--- src/rtl/draw_arbiter.sv ---
// Three-way fixed-priority arbiter that hands the VGA adapter write port to one
// drawer at a time, with a no-plot watchdog and a per-grant pixel counter.
module draw_arbiter #(
   parameter int unsigned TIMEOUT = 255
) (
   input  logic        clock,
   input  logic        resetn,
   input  logic [2:0]  req,
   input  logic [2:0]  done,
   input  logic [2:0]  plot_in,
   input  logic [23:0] x_in,
   input  logic [20:0] y_in,
   input  logic [8:0]  colour_in,
   output logic [2:0]  grant,
   output logic [7:0]  vga_x,
   output logic [6:0]  vga_y,
   output logic [2:0]  vga_colour,
   output logic        vga_plot,
   output logic        busy,
   output logic        timeout,
   output logic [14:0] pix_count,
   output logic [1:0]  state_dbg
);

   typedef enum logic [1:0] {
      S_IDLE    = 2'd0,
      S_GRANT   = 2'd1,
      S_RELEASE = 2'd2
   } state_t;

   localparam logic [7:0]  TIMEOUT_C = 8'(TIMEOUT);
   localparam logic [14:0] PIX_MAX   = 15'h7FFF;

   state_t      state_q, state_d;
   logic [2:0]  grant_q, grant_d;
   logic [7:0]  vga_x_q, vga_x_d;
   logic [6:0]  vga_y_q, vga_y_d;
   logic [2:0]  vga_colour_q, vga_colour_d;
   logic        vga_plot_q, vga_plot_d;
   logic [7:0]  wd_q, wd_d;
   logic [14:0] pix_q, pix_d;

   logic [2:0]  pick;
   logic        g_req, g_done, g_plot;
   logic [7:0]  g_x;
   logic [6:0]  g_y;
   logic [2:0]  g_colour;
   logic        in_grant, g_end, wd_hit;

   // Lowest index wins: map, then link, then enemies.
   always_comb begin
      pick = 3'b000;
      if (req[0])      pick = 3'b001;
      else if (req[1]) pick = 3'b010;
      else if (req[2]) pick = 3'b100;
   end

   // Only the granted requester's strobes and fields are ever looked at.
   always_comb begin
      g_req    = req[0];
      g_done   = done[0];
      g_plot   = plot_in[0];
      g_x      = x_in[7:0];
      g_y      = y_in[6:0];
      g_colour = colour_in[2:0];
      if (grant_q[1]) begin
         g_req    = req[1];
         g_done   = done[1];
         g_plot   = plot_in[1];
         g_x      = x_in[15:8];
         g_y      = y_in[13:7];
         g_colour = colour_in[5:3];
      end else if (grant_q[2]) begin
         g_req    = req[2];
         g_done   = done[2];
         g_plot   = plot_in[2];
         g_x      = x_in[23:16];
         g_y      = y_in[20:14];
         g_colour = colour_in[8:6];
      end
   end

   assign in_grant = (state_q == S_GRANT);
   // A dropped request counts as done, and done beats the watchdog.
   assign g_end    = g_done | ~g_req;
   assign wd_hit   = in_grant && (wd_q == TIMEOUT_C);

   always_comb begin
      state_d      = state_q;
      grant_d      = grant_q;
      vga_x_d      = vga_x_q;
      vga_y_d      = vga_y_q;
      vga_colour_d = vga_colour_q;
      vga_plot_d   = 1'b0;
      wd_d         = wd_q;
      pix_d        = pix_q;
      unique case (state_q)
         S_IDLE: begin
            if (|req) begin
               state_d = S_GRANT;
               grant_d = pick;
               wd_d    = 8'd0;
               pix_d   = 15'd0;
            end
         end
         S_GRANT: begin
            vga_x_d      = g_x;
            vga_y_d      = g_y;
            vga_colour_d = g_colour;
            vga_plot_d   = g_plot;
            if (g_plot) begin
               wd_d = 8'd0;
               if (pix_q != PIX_MAX) pix_d = pix_q + 15'd1;
            end else begin
               wd_d = wd_q + 8'd1;
            end
            if (g_end || wd_hit) begin
               state_d = S_RELEASE;
               grant_d = 3'b000;
            end
         end
         S_RELEASE: begin
            state_d = S_IDLE;
            grant_d = 3'b000;
         end
         default: begin
            state_d = S_IDLE;
            grant_d = 3'b000;
         end
      endcase
   end

   always_ff @(posedge clock) begin
      if (!resetn) begin
         state_q      <= S_IDLE;
         grant_q      <= 3'b000;
         vga_x_q      <= 8'd0;
         vga_y_q      <= 7'd0;
         vga_colour_q <= 3'd0;
         vga_plot_q   <= 1'b0;
         wd_q         <= 8'd0;
         pix_q        <= 15'd0;
      end else begin
         state_q      <= state_d;
         grant_q      <= grant_d;
         vga_x_q      <= vga_x_d;
         vga_y_q      <= vga_y_d;
         vga_colour_q <= vga_colour_d;
         vga_plot_q   <= vga_plot_d;
         wd_q         <= wd_d;
         pix_q        <= pix_d;
      end
   end

   // vga_plot is a one-cycle valid for vga_x/vga_y/vga_colour; the adapter
   // has no ready, so every strobe is accepted on the cycle it is shown.
   assign grant      = grant_q;
   assign vga_x      = vga_x_q;
   assign vga_y      = vga_y_q;
   assign vga_colour = vga_colour_q;
   assign vga_plot   = vga_plot_q;
   assign busy       = (state_q != S_IDLE);
   assign timeout    = wd_hit & ~g_end;
   assign pix_count  = pix_q;
   assign state_dbg  = state_q;

endmodule

--- config.mk ---
export PLATFORM = sky130hd
export DESIGN_NAME = draw_arbiter
export DESIGN_NICKNAME = d
export VERILOG_FILES = /design/src/rtl/draw_arbiter.sv
export SDC_FILE = /design/constraint.sdc
export NUM_CORES = 1
export LEC_CHECK = 0
export CAP_MARGIN = 5
export CORE_MARGIN = 5
export CORE_UTILIZATION = 33
export DETAILED_ROUTE_END_ITERATION = 10
export GPL_TIMING_DRIVEN = 0
export HOLD_SLACK_MARGIN = 0.02
export PLACE_DENSITY_LB_ADDON = 0.05
export SLEW_MARGIN = 15
export SYNTH_ARGS = -nofsm -noshare
export SYNTH_HDL_FRONTEND = slang
export SYNTH_SLANG_ARGS = --single-unit
--- constraint.sdc ---
create_clock -name clock -period 1.7 [get_ports clock]
set_input_delay 0.255 -clock clock [delete_from_list [all_inputs] [get_ports clock]]
set_output_delay 0.255 -clock clock [all_outputs]
set_load 0.005 [all_outputs]
==> results of run 1 <==
final cells by class:
type	count	area, µm²
fillers	708	3217
multi-input cells	230	1459
repair buffers	122	1181
flip-flops and latches	47	964.7
well taps	99	123.9
plain buffers	17	117.6
clock buffers	6	72.57
clock inverters	2	60.06
inverters	5	18.77
power by group through the flow:
stage	combinational [µW]	clock (µW)	sequential, µW
2_1_floorplan	303	0	1230
3_3_place_gp	680	0	1230
3_5_place_dp	684	0	1230
4_1_cts	742	1010	1200
5_1_grt	866	1060	1210
6_report	799	983	1200
routing by layer:
metal  GRT usage (%)  up-vias  wire length, µm
met5               0        -                0
met4           4.858        0               86
met3           5.004        9              557
met2           27.50       87             3913
met1           21.12     1235             3512
li1                -     1337                -
placed cells by master, fill, tap and decap left out, types with 6 or more instances in the layout:
master and n:
mux2i_1 19, dfxtp_2 7, dfxtp_1 36, nor2_1 16, clkdlybuf4s50_1 101, o21ai_1 6
buf_4 17, a21oi_1 29, o211ai_1 20, nand2_1 56, clkbuf_1 7, nand3_1 8
logic make-up after synthesis:
group,Yosys count
buf+inv,22
flops,47
fa+ha+maj,2
simple gates,123
mux,20
compound gates,79
xor+xnor,6
registers in the layout (all words and copies together) (netlist names):
register	count
vga_plot	1
pix_count	15
vga_y	7
wd_q	8
grant	3
vga_x	8
vga_colour	3
state_dbg	2
repair_timing:
| item | in CTS | in global routing |
|---|---|---|
| pin swaps | 5 | 13 |
| buffers inserted | 7 | 8 |
| endpoints found under the setup margin | 36 | 31 |
| gates resized for setup | 37 | 29 |
| cloned | 0 | 2 |
worst paths after layout:
check | slack [ns] | endpoint | cells after the start
setup / recovery | -0.08 | pix_count[4] | 7
hold / removal | 0.41 | grant[0] | 3
setup reg to reg | -0.08 | pix_count[4] | 7
hold reg to reg | 0.45 | vga_colour[1] | 2
tightest hold or removal path, stage by stage:
cell	delay, ns
dlygate4sd2_1	0.29
nand2_1	0.08
a21oi_1	0.05
metrics by stage:
step / setup TNS (ns) / worst slack, ns
2_1_floorplan: 0 / 0.02881
3_3_place_gp: -7.949 / -0.7425
3_5_place_dp: -8.979 / -0.7694
4_1_cts: -0.02329 / -0.02329
5_1_grt: -0.8570 / -0.1354
6_report: -0.2026 / -0.07503
==> flow_summary.ini, run 1 <==
[sta]
clock_skew_ns = 0.01084
finalHoldViolations = 0
fin_ws_ns = -0.07503
rsz0062_at_grt = true
report.final.slew_viol_count = 0
fmax_mhz = 563.4
finalSetupViolations = 6
whs_ns = 0.4128
tightest_slew_ns = 0.6376
min_period_ns = 1.775
max-slew-margin-rel_pct = 57.50
period_share_pct = 104.4

[placement]
hpwl_um = 5745
port-buffer-count = 105
place.gp.congestion = 0.8199
placed_area_um2 = 3601
post-place-cells = 503

[synth]
syn_area_um2 = 2426
synth_edf_count = 0
synth_common_cells = nand2_1 (56), dfxtp_1 (47), a21oi_1 (33)
avgSynthCellArea_um2 = 8.114
synth_compound_area_share_pct = 20.58
synth_top_area_share_pct = 38.78
synth.most_common_cell = nand2_1
synth_top_family_by_area = simple AND/OR/NAND/NOR gates
synthSimpleGateAreaFrac_pct = 25.37
synthArstFlopShare_pct = 0
ys_warn_count = 0
muxShareOfSynthArea_pct = 8.252
syn-num-nets = 366
ys_seq_elements = 47
synth.area.top_cells = dfxtp_1 (39%), nand2_1 (8.7%), mux2i_1 (8.3%)
synth_top_area_cell = dfxtp_1
synthCells = 299
yosysSeqAreaShare_pct = 38.78
synth_fa_ha_area_share_pct = 1.031
yosys_most_used_dff = dfxtp_1
yosysUniqueCellTypes = 41
synth_xor_xnor_area_share_pct = 2.166

[grt]
antenna_found_initial = 0
overflow = 0
grt_util_all_layers_pct = 16.71
first_global_vias = 2381
grt_max_degree = 15
grt_pass1_wl_um = 11870

[power]
pwr-share-comb_pct = 26.8
clkPwrFrac_pct = 32.9
p_int_uw = 2198
power_frac_seq_pct = 40.3
p_sw_uw = 786.1
powerDensity_nw_per_um2 = 746.5
irDropWorstVdd_v = 0.0004679
switching_share_pct = 26.34
p_leak_uw = 0.001444
finalPower_uw = 2984

[floorplanning]
num_io_pins = 106
dieHeight_um = 95.74
die-area_um2 = 9166
rows = 31
start_util_pct = 33.63
coreArea_um2 = 7214
die_width_um = 95.74

[critical_path]
crit_required_ns = 1.94
path_delay_family = simple AND/OR/NAND/NOR gates
cp-end-kind = register
setup.worst_path.start_class = register
r2r_start = grant[2]
max_stage_delay_ns = 0.35
crit_type = reg2reg
path_cells = buf_4 -> mux2i_2 -> o21a_1 -> nand3b_4 -> buf_6 -> or3b_1 -> a21oi_1
startpoint = grant[2]
path_buf_inv = 2
cp_max_fo = 5
slowest_stage = dfxtp_4
cp_data_arrival_time_ns = 2.01

[run_status]
violations = setup timing
status = finished with violations

[layout]
final_nets = 495
post-route-util_pct = 55.41
diodes = 0
fin_area_um2 = 3998
fin_cells = 528
synthToLayoutAreaGrowth_pct = 64.78
drive_gt1_share_pct = 15.85

[routing]
drt-initial-drc-count = 71
drc_errors = 0
routedWlPerCell_um = 15.28
vias_per_cell = 5.053
drt-pass1-iter-count = 4
postRouteAntennaNets = 0
vias = 2668
routed_wl_um = 8069

[clock_network]
cts_sinks = 47
root_buffer = clkbuf_8
cts_tree = built
clock_tree.buffer_depth = 2
cts_inserted_buffers = 5
cts.clk_slew.worst_paths_ns = 0.10
clk_latency_ns = 0.31
ctsHoldBuffers = 0
cts_max_level = 2

[min_path]
hold_class = in2reg
hp-start = req[0]

[flow_run]
maxCapViolCount = 0
No activity file was read; power rests on OpenSTA's default activity.
==> run 2, diff against run 1 <==
- SLEW_MARGIN: 15 -> not set
==> results of run 2 <==
Same layout as run 1: the final DEF is identical, and so are final timing and power.
==> RTL change: new RTL, config.mk and constraints of run 1 <==
The localparam `PIX_MAX` goes from 15'h7FFF to 15'h3FFF.
--- a/src/rtl/draw_arbiter.sv
+++ b/src/rtl/draw_arbiter.sv
@@ -29,7 +29,7 @@
    } state_t;
 
    localparam logic [7:0]  TIMEOUT_C = 8'(TIMEOUT);
-   localparam logic [14:0] PIX_MAX   = 15'h7FFF;
+   localparam logic [14:0] PIX_MAX   = 15'h3FFF;
 
    state_t      state_q, state_d;
    logic [2:0]  grant_q, grant_d;
Behaviour: no difference found for any inputs over 10 cycles, from zero or initial values and one cycle with resetn low; that may be too few to reach the edited logic, so the function may still have changed.
==> RTL change against run 1 <==
Total power shrank 16%; hold slack lost 0.068 ns; largest cell class unchanged; worst setup slack worse by 0.013 ns; wire length fell by 3.6%; area after synthesis rose by 1.8%; clock skew shrank 0.0024 ns; count of clock-buffer cells in the layout fell by 1; synthesized cell count grew 6.7%; the run still ends with setup timing left; final area decreased by 3.4%; sequential cell count is the same; critical path type is now register to primary output.
==> RTL change: results (changes against run 1) <==
[status]
outcome=finished, violations left
violations=setup timing

[synthesis]
synthTopCellsByArea=dfxtp_1 (38%), nand2_1 (11%), mux2i_1 (8.1%), a21oi_1 (5.5%), o21ai_0 (4.7%)
muxShareOfSynthArea_pct=8.11  ; -0.15 points
ys_seq_area_share_pct=38.1  ; -0.69 points
synth_adder_area_share_pct=1.01  ; -0.018 points
synth_compound_area_share_pct=21.0  ; +0.45 points
yosys_warnings=0  ; unchanged
synthTopCellsByCount=nand2_1 (74), dfxtp_1 (47), a21oi_1 (27)
synth_flop_cell=dfxtp_1
synth.distinct_cells=45  ; +9.8%
synth_xor_area_share_pct=2.48  ; +0.32 points
synth.net_count=386  ; +5.5%

[place]
gp_congestion=0.775  ; -5.5%
io_buffers=105  ; unchanged
hpwl_mm=5.88  ; +2.4%

[hold_path]
hold_class=input pin to register

[sta]
worst_pin_slew_ns=0.540  ; -0.0976 ns
setup_viol=22  ; +16
setup_ws_ns=-0.0882  ; -0.0132 ns
finClkSkew_ns=0.00845  ; -0.00239 ns

[clocking]
path_clk_slew_ns=0.10  ; about the same
clock_path_buffers=2  ; unchanged
root_buffer=clkbuf_8
clock_latency_ns=0.30

[final_layout]
largest_reg_flops=15  ; unchanged
fill_cells=732  ; +3.4%
drive_gt1_share_pct=13.1  ; -2.7 points
fin_nets=501  ; +1.2%

[global_routing]
grt_pass1_wl_mm=12.8  ; +7.4%
grt_max_degree=17  ; +2
grtUsageTotal_pct=17.4  ; +0.71 points
grt_antenna_before_repair=1  ; +1
grt_pass1_vias=2679  ; +13%

[power]
ir_drop_mv=0.325  ; -31%
p_int_uw=1780  ; -19%
p_leak_uw=0.00135  ; -6.2%

[critical_path]
path_max_fanout=6  ; +1

[detailed_routing]
firstDrtPassIters=4  ; unchanged
via_count=2649  ; -0.71%
routedWlPerCell_um=14.5  ; -4.9%
drtIter0Drc=86  ; +21%

==> RTL change: path summary, 6_finish.rpt <==
check / slack, ns / cells past startpoint / startpoint / end
setup / recovery: -0.09 / 5 / grant[2]$_SDFFE_PN0P_ / timeout
hold / removal: 0.34 / 3 / req[0] / grant[0]$_SDFFE_PN0P_
setup reg to reg: -0.04 / 6 / pix_count[3]$_SDFFE_PN0P_ / pix_count[4]$_SDFFE_PN0P_
hold reg to reg: 0.46 / 2 / vga_x[6]$_SDFFE_PN0P_ / vga_x[6]$_SDFFE_PN0P_
==> RTL change: logic make-up after synthesis <==
family,after synthesis
mux,20
simple gates,134
xor+xnor,7
compound gates,85
buf+inv,24
flops,47
fa+ha+maj,2
==> RTL change: layout make-up <==
type	count	area share [%]
antenna	1	0.0648
multi-input combinational	248	38.2
inverter	6	0.583
clock buffer	5	1.78
buffer	16	2.59
timing repair buffer	110	27.9
clock inverter	3	0.583
tap	99	3.21
sequential	47	25.0
==> RTL change: power by group through the flow <==
stage	Combinational, uW	Sequential, uW	Clock (uW)
2_1_floorplan	259	1210	0
3_3_place_gp	589	1210	0
3_5_place_dp	592	1210	0
4_1_cts	613	1190	737
5_1_grt	675	1190	788
6_report	611	1180	704
==> RTL change: metal layers <==
| layer | wire, um | track usage [%] | vias up |
|---|---|---|---|
| met5 | 0 | 0 | - |
| met4 | 91 | 4.79 | 0 |
| met3 | 637 | 6.12 | 8 |
| met2 | 3560 | 29.1 | 83 |
| met1 | 3500 | 21.2 | 1191 |
| li1 | - | - | 1367 |
==> RTL change: per-stage QoR <==
step	setup slack, ns	cell area [um^2]	power (uW)	cells	TNS, ns
global placement	-0.916	3650	1800	523	-16.53
finish	-0.0882	3860	2500	535	-1.06
detailed placement	-0.920	3650	1800	523	-17.60
floorplan	0.0336	2470	1470	319	0
global route	-0.230	3860	2660	535	-3.00
CTS	-0.0737	3820	2540	532	-0.806
==> RTL change: what timing repair did <==
action	4_1_cts	5_1_grt
resized for setup	39	16
setup buffers	3	2
setup endpoints to repair	38	34
pin swaps	5	4
==> RTL change: worst max-delay path: stages (launching register included) <==
cell     delay (ns)
dfxtp_4        0.38
o32a_1         0.30
o22ai_2        0.18
inv_1          0.08
nor3_2         0.15
buf_2          0.14
